==> config.mk <==
export PLATFORM = sky130hd
export DESIGN_NAME = lcd_cmd_sequencer
export DESIGN_NICKNAME = d
export VERILOG_FILES = /design/src/rtl/lcd_pkg.sv /design/src/rtl/lcd_byte_fifo.sv /design/src/rtl/lcd_cmd_sequencer.sv
export SDC_FILE = /design/constraint.sdc
export NUM_CORES = 1
export LEC_CHECK = 0
export CAP_MARGIN = 20
export CORE_MARGIN = 5
export CORE_UTILIZATION = 55
export DETAILED_ROUTE_END_ITERATION = 10
export PLACE_DENSITY = 0.85
export SYNTH_ARGS = -nofsm -noshare
export SYNTH_HDL_FRONTEND = slang
export SYNTH_SLANG_ARGS = --single-unit
==> constraint.sdc <==
create_clock -name Clk -period 4.5 [get_ports Clk]
set_clock_uncertainty 0.1 [all_clocks]
set_input_delay 1.125 -clock Clk [delete_from_list [all_inputs] [get_ports Clk]]
set_output_delay 1.125 -clock Clk [all_outputs]
set_load 0.1 [all_outputs]
==> src/rtl/lcd_pkg.sv <==
// lcd_pkg: shared types, init ROM and command decode for the LCD command sequencer.
//   state_e      sequencer phases (power-up wait, init bytes, host bytes)
//   INIT_STEPS   number of bytes in the power-on init sequence
//   init_byte    init ROM byte for a step
//   init_wait    ticks to wait after an init step (clear uses the long wait)
//   is_long_cmd  true for clear (0x01) and return-home (0x02/0x03) commands
package lcd_pkg;
  typedef enum logic [1:0] {PWR_WAIT, INIT, RUN} state_e;
  localparam int INIT_STEPS = 7;
  function automatic logic [7:0] init_byte(input logic [2:0] s);
    case (s)
      3'd4:    return 8'h0C;
      3'd5:    return 8'h01;
      3'd6:    return 8'h06;
      default: return 8'h38;
    endcase
  endfunction
  function automatic int init_wait(input logic [2:0] s, input int long_ticks);
    case (s)
      3'd0:    return 103;
      3'd1:    return 3;
      3'd5:    return long_ticks;
      default: return 1;
    endcase
  endfunction
  function automatic logic is_long_cmd(input logic rs, input logic [7:0] data);
    return !rs && (data == 8'h01 || data[7:1] == 7'b0000001);
  endfunction
endpackage

==> src/rtl/lcd_byte_fifo.sv <==
// lcd_byte_fifo: host byte FIFO ({rs, data}) with full/empty flags.
//   Clk, Reset     clock, synchronous active-high reset (flushes contents)
//   push_i, data_i write request and word; ignored while full
//   pop_i, data_o  read request and head word; ignored while empty
//   full_o, empty_o occupancy flags
module lcd_byte_fifo #(
  parameter int DEPTH = 8,
  parameter int WIDTH = 9
) (
  input  logic             Clk,
  input  logic             Reset,
  input  logic             push_i,
  input  logic [WIDTH-1:0] data_i,
  input  logic             pop_i,
  output logic [WIDTH-1:0] data_o,
  output logic             full_o,
  output logic             empty_o
);
  localparam int AW = $clog2(DEPTH);
  logic [WIDTH-1:0] mem_q [DEPTH];
  logic [AW-1:0] wr_q, rd_q;
  logic [AW:0] cnt_q;
  logic do_push, do_pop;
  assign full_o  = cnt_q == (AW+1)'(DEPTH);
  assign empty_o = cnt_q == '0;
  assign do_push = push_i && !full_o;
  assign do_pop  = pop_i && !empty_o;
  assign data_o  = mem_q[rd_q];
  always_ff @(posedge Clk) begin
    if (Reset) begin
      wr_q  <= '0;
      rd_q  <= '0;
      cnt_q <= '0;
    end else begin
      wr_q  <= do_push ? wr_q + 1'b1 : wr_q;
      rd_q  <= do_pop ? rd_q + 1'b1 : rd_q;
      cnt_q <= cnt_q + {{AW{1'b0}}, do_push} - {{AW{1'b0}}, do_pop};
    end
  end
  always_ff @(posedge Clk) begin
    if (do_push && !Reset) mem_q[wr_q] <= data_i;
  end
endmodule

==> src/rtl/lcd_cmd_sequencer.sv <==
// lcd_cmd_sequencer: HD44780 init sequence then host FIFO drain, one byte per Cuenta tick.
//   Clk, Reset            clock, synchronous active-high reset
//   Cuenta, enable        40 us tick and the E window that follows it
//   wr_valid/rs/data      host byte push; wr_ready = FIFO not full
//   LCD_RS/RW/DB/E        LCD bus (RW tied low, E = enable gated by e_gate)
//   init_done, busy       status
module lcd_cmd_sequencer
  import lcd_pkg::*;
#(
  parameter int POWERUP_TICKS = 375,
  parameter int LONG_TICKS    = 41,
  parameter int FIFO_DEPTH    = 8
) (
  input  logic       Clk,
  input  logic       Reset,
  input  logic       Cuenta,
  input  logic       enable,
  input  logic       wr_valid,
  input  logic       wr_rs,
  input  logic [7:0] wr_data,
  output logic       wr_ready,
  output logic       LCD_RS,
  output logic       LCD_RW,
  output logic [7:0] LCD_DB,
  output logic       LCD_E,
  output logic       init_done,
  output logic       busy
);
  state_e state_q, state_d;
  logic [2:0] step_q, step_d;
  logic [15:0] wait_q, wait_d, byte_w;
  logic e_gate_q, e_gate_d, rs_q, rs_d, done_q;
  logic [7:0] db_q, db_d, fifo_db, nxt_db;
  logic fifo_rs, fifo_full, fifo_empty, pop, issue, nxt_rs, in_run;
  lcd_byte_fifo #(.DEPTH(FIFO_DEPTH), .WIDTH(9)) u_fifo (
    .Clk(Clk),
    .Reset(Reset),
    .push_i(wr_valid),
    .data_i({wr_rs, wr_data}),
    .pop_i(pop),
    .data_o({fifo_rs, fifo_db}),
    .full_o(fifo_full),
    .empty_o(fifo_empty)
  );
  assign wr_ready  = !fifo_full;
  assign LCD_RS    = rs_q;
  assign LCD_RW    = 1'b0;
  assign LCD_DB    = db_q;
  assign LCD_E     = enable & e_gate_q;
  assign init_done = done_q;
  assign busy      = !done_q || wait_q != '0 || !fifo_empty;
  always_comb begin
    in_run   = state_q == RUN;
    issue    = Cuenta && wait_q == '0 && (!in_run || !fifo_empty);
    pop      = issue && in_run;
    nxt_rs   = in_run ? fifo_rs : 1'b0;
    nxt_db   = in_run ? fifo_db : init_byte(step_q);
    byte_w   = in_run ? (is_long_cmd(fifo_rs, fifo_db) ? 16'(LONG_TICKS) : 16'd1)
                      : 16'(init_wait(step_q, LONG_TICKS));
    rs_d     = issue ? nxt_rs : rs_q;
    db_d     = issue ? nxt_db : db_q;
    // e_gate stays high from an issuing tick until the next tick that does not issue
    e_gate_d = issue ? 1'b1 : (Cuenta ? 1'b0 : e_gate_q);
    wait_d   = issue ? byte_w - 16'd1 : ((Cuenta && wait_q != '0) ? wait_q - 16'd1 : wait_q);
    step_d   = (issue && !in_run) ? step_q + 3'd1 : step_q;
    state_d  = (issue && !in_run) ? (step_q == 3'(INIT_STEPS - 1) ? RUN : INIT) : state_q;
  end
  always_ff @(posedge Clk) begin
    if (Reset) begin
      state_q  <= PWR_WAIT;
      step_q   <= '0;
      wait_q   <= 16'(POWERUP_TICKS - 1);
      e_gate_q <= 1'b0;
      rs_q     <= 1'b0;
      db_q     <= '0;
      done_q   <= 1'b0;
    end else begin
      state_q  <= state_d;
      step_q   <= step_d;
      wait_q   <= wait_d;
      e_gate_q <= e_gate_d;
      rs_q     <= rs_d;
      db_q     <= db_d;
      done_q   <= in_run;
    end
  end
endmodule

; ---- After elaboration in Yosys (flattened, before gate mapping)
; Memories as Yosys holds them, arrays and structs flattened. A register that Yosys moved wholly into a read port is not among the register bits.
; Cells that the tools add are included.
; Widths: inputs -> output; s select.
[totals]
register_bits = 42
ramBits = 72
output_inout_bits = 14
elab_cells = 67
memories = 1
[classes]
n_addsub = 7
n_eq_ne = 8
mux = 15
n_bitwise = 1
reduce_logical = 25
[memory_table]
columns = memory, depth, width, read_ports, rd_ports_with_merged_regs, write_ports, line
row1 = u_fifo.mem_q, 8, 9, 1, 1, 1, lcd_byte_fifo.sv:20  ; logic [WIDTH-1:0] mem_q [DEPTH];
[op_table]
columns = operator, count
row1 = $mux 16, 3
row2 = $sub 16x1->16 const B, 2
row3 = $pmux 7 s3, 1
row4 = $pmux 6 s3, 1
row5 = $logic_not 16->1, 1
row6 = $reduce_bool 16->1, 1
row7 = $add 3x1->3 const B, 3
row8 = $eq 3x3->1 const B, 3
row9 = $logic_and 1x1->1, 9
row10 = $eq 8x1->1 const B, 1
row11 = $mux 8, 1
row12 = $eq 7x1->1 const B, 1
row13 = $logic_not 1->1, 6
row14 = $mux 3, 2
row15 = $mux 6, 1
row16 = $mux 1, 5
row17 = $add 4x1->4, 1
row18 = $eq 4x4->1 const B, 1
row19 = $logic_not 4->1, 1
row20 = $logic_or 1x1->1, 4
row21 = $reduce_bool 2->1, 2
row22 = $sub 4x1->4, 1
row23 = $eq 3x1->1 const B, 1
row24 = $logic_not 3->1, 1
row25 = other kinds (3), 3

; ---- Depth between registers and ports, before layout
; Gate-level depths: netlist of run 1.
[depth]
depth_word = 8
depth_mapped = 14
depth_no_buf = 13

; ---- Modules after synthesis
; Synthesis of run 1 repeated with hierarchy kept, for this count alone.
[hier_totals]
hier_cells = 391
area_unflattened_um2 = 5267.6
[by_module_without_submodules]
columns = module, instances, cells_each, area_each_um2
row1 = lcd_byte_fifo, 1, 183, 3492.1
row2 = lcd_cmd_sequencer, 1, 208, 1775.5

; ---- Worst setup path after synthesis of run 1
; No wires, ideal clock.
[synth_timing]
path_kind = register to output
startpoint = reg wait_q[7]
endpoint = out busy
arrival_ps = 2108
setup_slack_ps = 1167
stages_incl_launch_ff = 5
path_buffers = 0
path_cell_list = dfxtp_1 > nor4_4 > nand4_1 > nor2_1 > nand4_1
[synth_via]
elab_chain_len = 3
[synth_rtl]
columns = item, line
row1 = start: declaration, lcd_cmd_sequencer.sv:31  ; logic [15:0] wait_q, wait_d, byte_w;
row2 = start signal: assignment, lcd_cmd_sequencer.sv:72  ; wait_q <= 16'(POWERUP_TICKS - 1);
row3 = start signal: assignment, lcd_cmd_sequencer.sv:80  ; wait_q <= wait_d;
row4 = $reduce_bool 16->1, lcd_cmd_sequencer.sv:51  ; assign busy = !done_q || wait_q != '0 || !fifo_empty;
row5 = $logic_or 1x1->1 (2 in a row), lcd_cmd_sequencer.sv:51
row6 = end: declaration, lcd_cmd_sequencer.sv:27  ; output logic busy
; No other way between the ends.

; ---- Final worst setup path of run 1
[layout_timing]
startpoint = reg wait_q[0]
endpoint = out busy
; The elaborated chain is that of the path after synthesis.

==> results.py, run 1 <==
metrics = {
    "status": {
        "status": "finished clean",
    },
    "drt": {
        "drtPass1Iterations": 5,
        "routed_wl_um": 10900,
        "route.antenna.remaining_nets": 0,
        "wl_per_cell_um": 18.4,
        "routed_via_density": 5.84,
        "drcViolationCount": 0,
        "drtIter0Drc": 172,
        "vias": 3477,
    },
    "yosys": {
        "synth_top_family_by_area": "simple AND/OR/NAND/NOR gates",
        "synth_edf_count": 72,
        "synth_compound_area_share_pct": 6.59,
        "synth_seq_cells": 117,
        "postSynthNetCount": 446,
        "yosysSeqAreaShare_pct": 58.7,
        "netlist_top_cells_count": "edfxtp_1, dfxtp_1, nor2_1, nand2_1, a21oi_1",
        "synthMuxAreaShare_pct": 10.8,
        "synth_fa_ha_area_share_pct": 3.74,
        "synth.avg_cell_area_um2": 12.5,
        "syn_area_mm2": 0.00522,
        "synth_top_cell_area_share_pct": 41.4,
        "synthTopCellsByArea": "edfxtp_1, dfxtp_1, mux4_2",
        "yosys.area.top_type": "edfxtp_1",
        "synthXorXnorAreaFrac_pct": 1.85,
        "synth.most_common_cell": "edfxtp_1",
        "synth_cells": 417,
        "synth_top_flop_cell": "edfxtp_1",
        "ys_warn_count": 0,
        "synth-simple-area-share_pct": 15.2,
        "synth_cell_types": 50,
        "async_flop_share_pct": 0,
    },
    "critical_path": {
        "worst-r2r-cell-count": 8,
        "criticalPathCategory": "register to output pin",
        "timing.rr.end": "wait_q[6]",
        "critPathArrivalTime_ns": 2.36,
        "required_ns": 3.27,
        "path_max_fanout": 7,
        "start_kind": "register",
        "cp-endpoint": "busy",
        "endpoint_kind": "output pin",
        "cp-startpoint": "wait_q[0]",
        "reg2reg_slack_ns": 1.41,
    },
    "floorplanning": {
        "dieWidth_um": 107,
        "fp.dieArea_mm2": 0.0115,
        "core_area_mm2": 0.00924,
        "die_h_um": 107,
        "rows": 35,
        "start_util_pct": 56.5,
        "ios": 28,
    },
    "cts": {
        "numCtsBuffers": 17,
        "cts.hold.buffers_added": 0,
        "cts_resized": 0,
        "postCtsSetupBuffers": 0,
        "cts_root_buffer": "clkbuf_8",
        "cts_tree": "done",
        "clock_path_buffers": 2,
        "cts.sinks": 117,
        "clock_latency_ns": 0.52,
        "clk_pin_slew_ns": 0.06,
        "htreeDepth": 4,
    },
    "timing": {
        "fin_crit_sh_pct": 79.7,
        "finalHoldViolCount": 0,
        "worstMarginPinSlew_ns": 1.09,
        "fmax_mhz": 279,
        "slew_headroom_pct": 26.9,
        "setup_ws_ns": 0.912,
        "setup_tns_ns": 0,
        "finalSetupViolations": 0,
        "slew_viol_final": 0,
        "layout_min_cycle_time_ns": 3.59,
        "grt_setup_unrepaired": "false",
    },
    "finish": {
        "nets": 482,
        "antenna_cells": 0,
        "synthToLayoutAreaGrowth_pct": 19.3,
        "n_fill_cell": 645,
        "fin_area_mm2": 0.00623,
        "drive_gt1_share_pct": 16.5,
        "multiInputGateArea_mm2": 0.00203,
        "area.sequential_mm2": 0.00306,
        "final_cells": 595,
    },
    "power_and_ir_drop": {
        "p_leak_nw": 2.08,
        "peakVddDrop_uv": 503,
        "p_per_area_mw_per_mm2": 434,
    },
    "global_route": {
        "grt_pass1_vias": 3566,
        "grt_max_degree": 45,
        "grt_first_pass_wirelength_um": 17900,
        "antenna_found_initial": 0,
        "grt_use_total_pct": 20.9,
        "grt.overflow.total": 0,
    },
    "run": {
        "max-cap-violations": 0,
    },
    "placement": {
        "dp.cells": 563,
        "place_ws_ns": 0.815,
        "place_area_mm2": 0.00565,
        "gp_congestion": 0.962,
        "port_buffers": 26,
        "dp_hpwl_um": 7040,
    },
    "hold_path": {
        "holdCritPathClass": "register to register",
    },
}
==> layer usage <==
| metal | track usage [%] | vias up | wire length (µm) |
|---|---|---|---|
| met5 | 0 | - | 0 |
| met4 | 9.56 | 0 | 254 |
| met3 | 6.42 | 27 | 589 |
| met2 | 36.0 | 112 | 5670 |
| met1 | 23.8 | 1707 | 4420 |
| li1 | - | 1631 | - |
==> through the flow <==
step	total power [mW]	util, %	hold slack (ns)
after floorplan	1.35	-	0.348
after global placement	1.40	61.1	0.342
after detailed placement	1.41	61.1	0.349
after CTS	2.73	67.4	0.358
after global routing	2.81	67.4	0.405
final	2.71	67.4	0.357
==> report_power, final <==
group | switching [mW] | internal (mW) | total, mW | leakage [nW]
clock | 0.514 | 0.800 | 1.31 | 0.289
sequential | 0.0198 | 1.17 | 1.19 | 1.01
combinational | 0.122 | 0.0802 | 0.203 | 0.776
total | 0.656 | 2.05 | 2.71 | 2.08
==> cells by family after synthesis <==
family / after synthesis
AOI/OAI and AO/OA: 54
xor gates and xnor gates: 11
adders and majority gates: 15
buffers and inverters: 34
DFF: 117
muxes: 36
other: 1
and+or+nand+nor: 149
==> placed cells by master (no fill, tap or decap), types with 10 or more instances in the layout <==
cell and n:
edfxtp_1 72, mux4_2 16, mux2i_1 18, nand2_1 29, nor3_1 21, ha_1 14
nor2_1 40, buf_4 13, a21oi_1 24, inv_1 13, clkdlybuf4s50_1 24, clkbuf_16 16
nand3_1 10, dfxtp_1 45
==> final cells by class <==
cell class	instances	share of cell area (%)
clock buffers	17	6.65
clock inverters	15	2.67
inverters	14	0.844
multi-input cells	266	32.6
flip-flops and latches	117	49.2
well taps	129	2.59
repair buffers	37	5.42
==> flip-flops by register name, summed over array words and instances, names as in the netlist, named ones only <==
name	cells
LCD_RS	1
init_done	1
u_fifo.rd_q	3
state_q	2
u_fifo.wr_q	3
step_q	3
wait_q	16
LCD_DB	8
e_gate_q	1
u_fifo.mem_q	72
u_fifo.cnt_q	4
==> how the worst min path moves through the flow <==
| stage | slack [ns] | depth (start not counted) | from | to |
|---|---|---|---|---|
| detailed placement | 0.35 | 2 | LCD_DB[0] | LCD_DB[0] |
| global route | 0.41 | 2 | LCD_DB[3] | LCD_DB[3] |
| finish | 0.36 | 2 | LCD_DB[0] | LCD_DB[0] |
| CTS | 0.36 | 2 | LCD_DB[0] | LCD_DB[0] |
| floorplan | 0.35 | 2 | e_gate_q | e_gate_q |
| global placement | 0.34 | 2 | LCD_DB[0] | LCD_DB[0] |
==> critical path: stages, from the launching register on <==
cell	delay [ns]
dfxtp_1	0.33
nor3_1	0.41
nand4_1	0.39
nor2_1	0.30
nand4_1	0.15
buf_4	0.26
(Power assumes the default switching activity.)
==> inputs of run 2 (changes only) <==
CORE_UTILIZATION = 54   (was 55)
PLACE_DENSITY = 0.87   (was 0.85)
clock period = 3 ns   (was 4.5 ns; I/O delays follow)
==> results.py, run 2 (same netlist as run 1, synthesis figures left out) <==
metrics = {
    "cts": {
        "cts_root_buffer": "clkbuf_8",
        "cts_tree": "done",
        "clock_path_buffers": 2,
        "cts.sinks": 117,
        "htreeDepth": 4,
        "clk_pin_slew_ns": 0.06,
        "clock_latency_ns": 0.52,
        "numCtsBuffers": 17,
    },
    "timing": {
        "setup_tns_ns": 0,
        "layout_min_cycle_time_ns": 2.90,
        "fin_crit_sh_pct": 96.6,
        "fmax_mhz": 345,
        "finalHoldViolCount": 0,
        "setup_ws_ns": 0.102,
        "slew_viol_final": 0,
        "grt_setup_unrepaired": "false",
        "finalSetupViolations": 0,
    },
    "power_and_ir_drop": {
        "seqPwrFrac_pct": 45.9,
        "pwr-share-comb_pct": 8.3,
        "p_sw_share_pct": 23.4,
        "p_per_area_mw_per_mm2": 607,
        "pwr-share-clk_pct": 45.8,
        "p_leak_nw": 2.21,
        "p_sw_uw": 910,
        "peakVddDrop_uv": 533,
        "p_int_mw": 2.97,
    },
    "drt": {
        "drtPass1Iterations": 4,
        "routed_wl_um": 11500,
        "routed_via_density": 5.80,
        "drcViolationCount": 0,
        "wl_per_cell_um": 18.5,
        "vias": 3608,
        "drtIter0Drc": 232,
        "route.antenna.remaining_nets": 0,
    },
    "critical_path": {
        "required_ns": 2.15,
        "cpLargestDelayFamily": "simple AND/OR/NAND/NOR gates",
        "path_max_fanout": 4,
        "critPathArrivalTime_ns": 2.05,
        "worst_path_largest_cell_delay_ns": 0.37,
        "start_kind": "register",
        "endpoint_kind": "output pin",
        "cp_slowest_cell": "nor4_4",
        "reg2reg_slack_ns": 0.19,
        "cp_num_buf_inv": 1,
        "path_common_cell": "nand4_1",
        "criticalPathCategory": "register to output pin",
        "path_cells": "nor4_4 > nand4_1 > nor2_1 > nand4_1 > buf_12",
    },
    "finish": {
        "antenna_cells": 0,
        "drive_gt1_share_pct": 23.5,
        "layout_commonest_cell": "edfxtp_1",
        "multiInputGateArea_mm2": 0.00205,
        "final_cell_mix": "edfxtp_1, buf_4, dfxtp_1",
        "area.sequential_mm2": 0.00306,
        "largest_reg_flops": 72,
        "nets": 509,
        "top_register": "u_fifo.mem_q",
        "final_cells": 622,
        "n_fill_cell": 649,
        "synthToLayoutAreaGrowth_pct": 22.6,
    },
    "floorplanning": {
        "ios": 28,
        "fp.dieArea_mm2": 0.0117,
        "die_h_um": 108,
        "start_util_pct": 55.9,
        "dieWidth_um": 108,
        "rows": 35,
        "core_area_mm2": 0.00933,
    },
    "placement": {
        "place_ws_ns": -0.122,
        "dp_hpwl_um": 7630,
        "dp.cells": 586,
        "gp_congestion": 0.922,
        "port_buffers": 26,
    },
    "global_route": {
        "grt_pass1_vias": 3711,
        "grt.overflow.total": 0,
        "grt_use_total_pct": 21.5,
        "grt_first_pass_wirelength_um": 18600,
        "antenna_found_initial": 0,
        "grt_max_degree": 23,
    },
    "hold_path": {
        "holdCritPathClass": "register to register",
    },
    "run": {
        "max-cap-violations": 0,
    },
    "status": {
        "status": "finished clean",
    },
}
[run 2: final timing paths]
kind	start	endpoint	cells after the start
hold / removal	LCD_DB[0]	LCD_DB[0]	2
setup / recovery	wait_q[10]	busy	5
setup reg to reg	u_fifo.cnt_q[2]	wait_q[14]	12
hold reg to reg	LCD_DB[0]	LCD_DB[0]	2
[run 2: final cells by class]
type                    count  area share (%)
well taps                 129            2.52
repair buffers             64            8.41
flip-flops and latches    117            47.9
clock inverters            13            1.72
clock buffers              19            6.59
multi-input cells         266            32.0
inverters                  14           0.821
[run 2: tightest hold or removal path: cells and delay by family (launching register included)]
| kind | cells | cell delay [ns] |
|---|---|---|
| flip-flops | 1 | 0.31 |
| AO/OA/AOI/OAI | 1 | 0.05 |
| AND/OR/NAND/NOR | 1 | 0.05 |
[run 2: metal layers]
layer | GRT usage, % | up-vias | part of all wire [%]
li1 | - | 1686 | -
met1 | 24.4 | 1750 | 40
met2 | 37.3 | 134 | 52
met3 | 6.39 | 38 | 5.6
met4 | 10.0 | 0 | 3.0
met5 | 0 | - | 0
[run 2: power by group through the flow]
stage	Sequential [mW]	Combinational, mW	Clock (mW)
after floorplan	1.81	0.213	0
after global placement	1.81	0.297	0
after detailed placement	1.82	0.312	0
after CTS	1.78	0.316	1.80
after global routing	1.79	0.359	1.88
final	1.78	0.322	1.78
[run 2: timing repair]
action | CTS | global route
pin swaps | 1 | 3
setup endpoints to repair | 3 | 8
hold buffers | 0 | 0
resized for setup | 2 | 4
buffers inserted | 1 | 3
[run 2: metrics by stage]
step                      util [%]  hold slack [ns]  total power, mW  cell area, µm²
after floorplan                  -            0.348             2.02            5220
after global placement        62.4            0.343             2.11            5820
after CTS                     68.3            0.358             3.90            6370
final                         68.6            0.356             3.88            6400
after global routing          68.6            0.400             4.03            6400
after detailed placement      62.4            0.353             2.13            5820
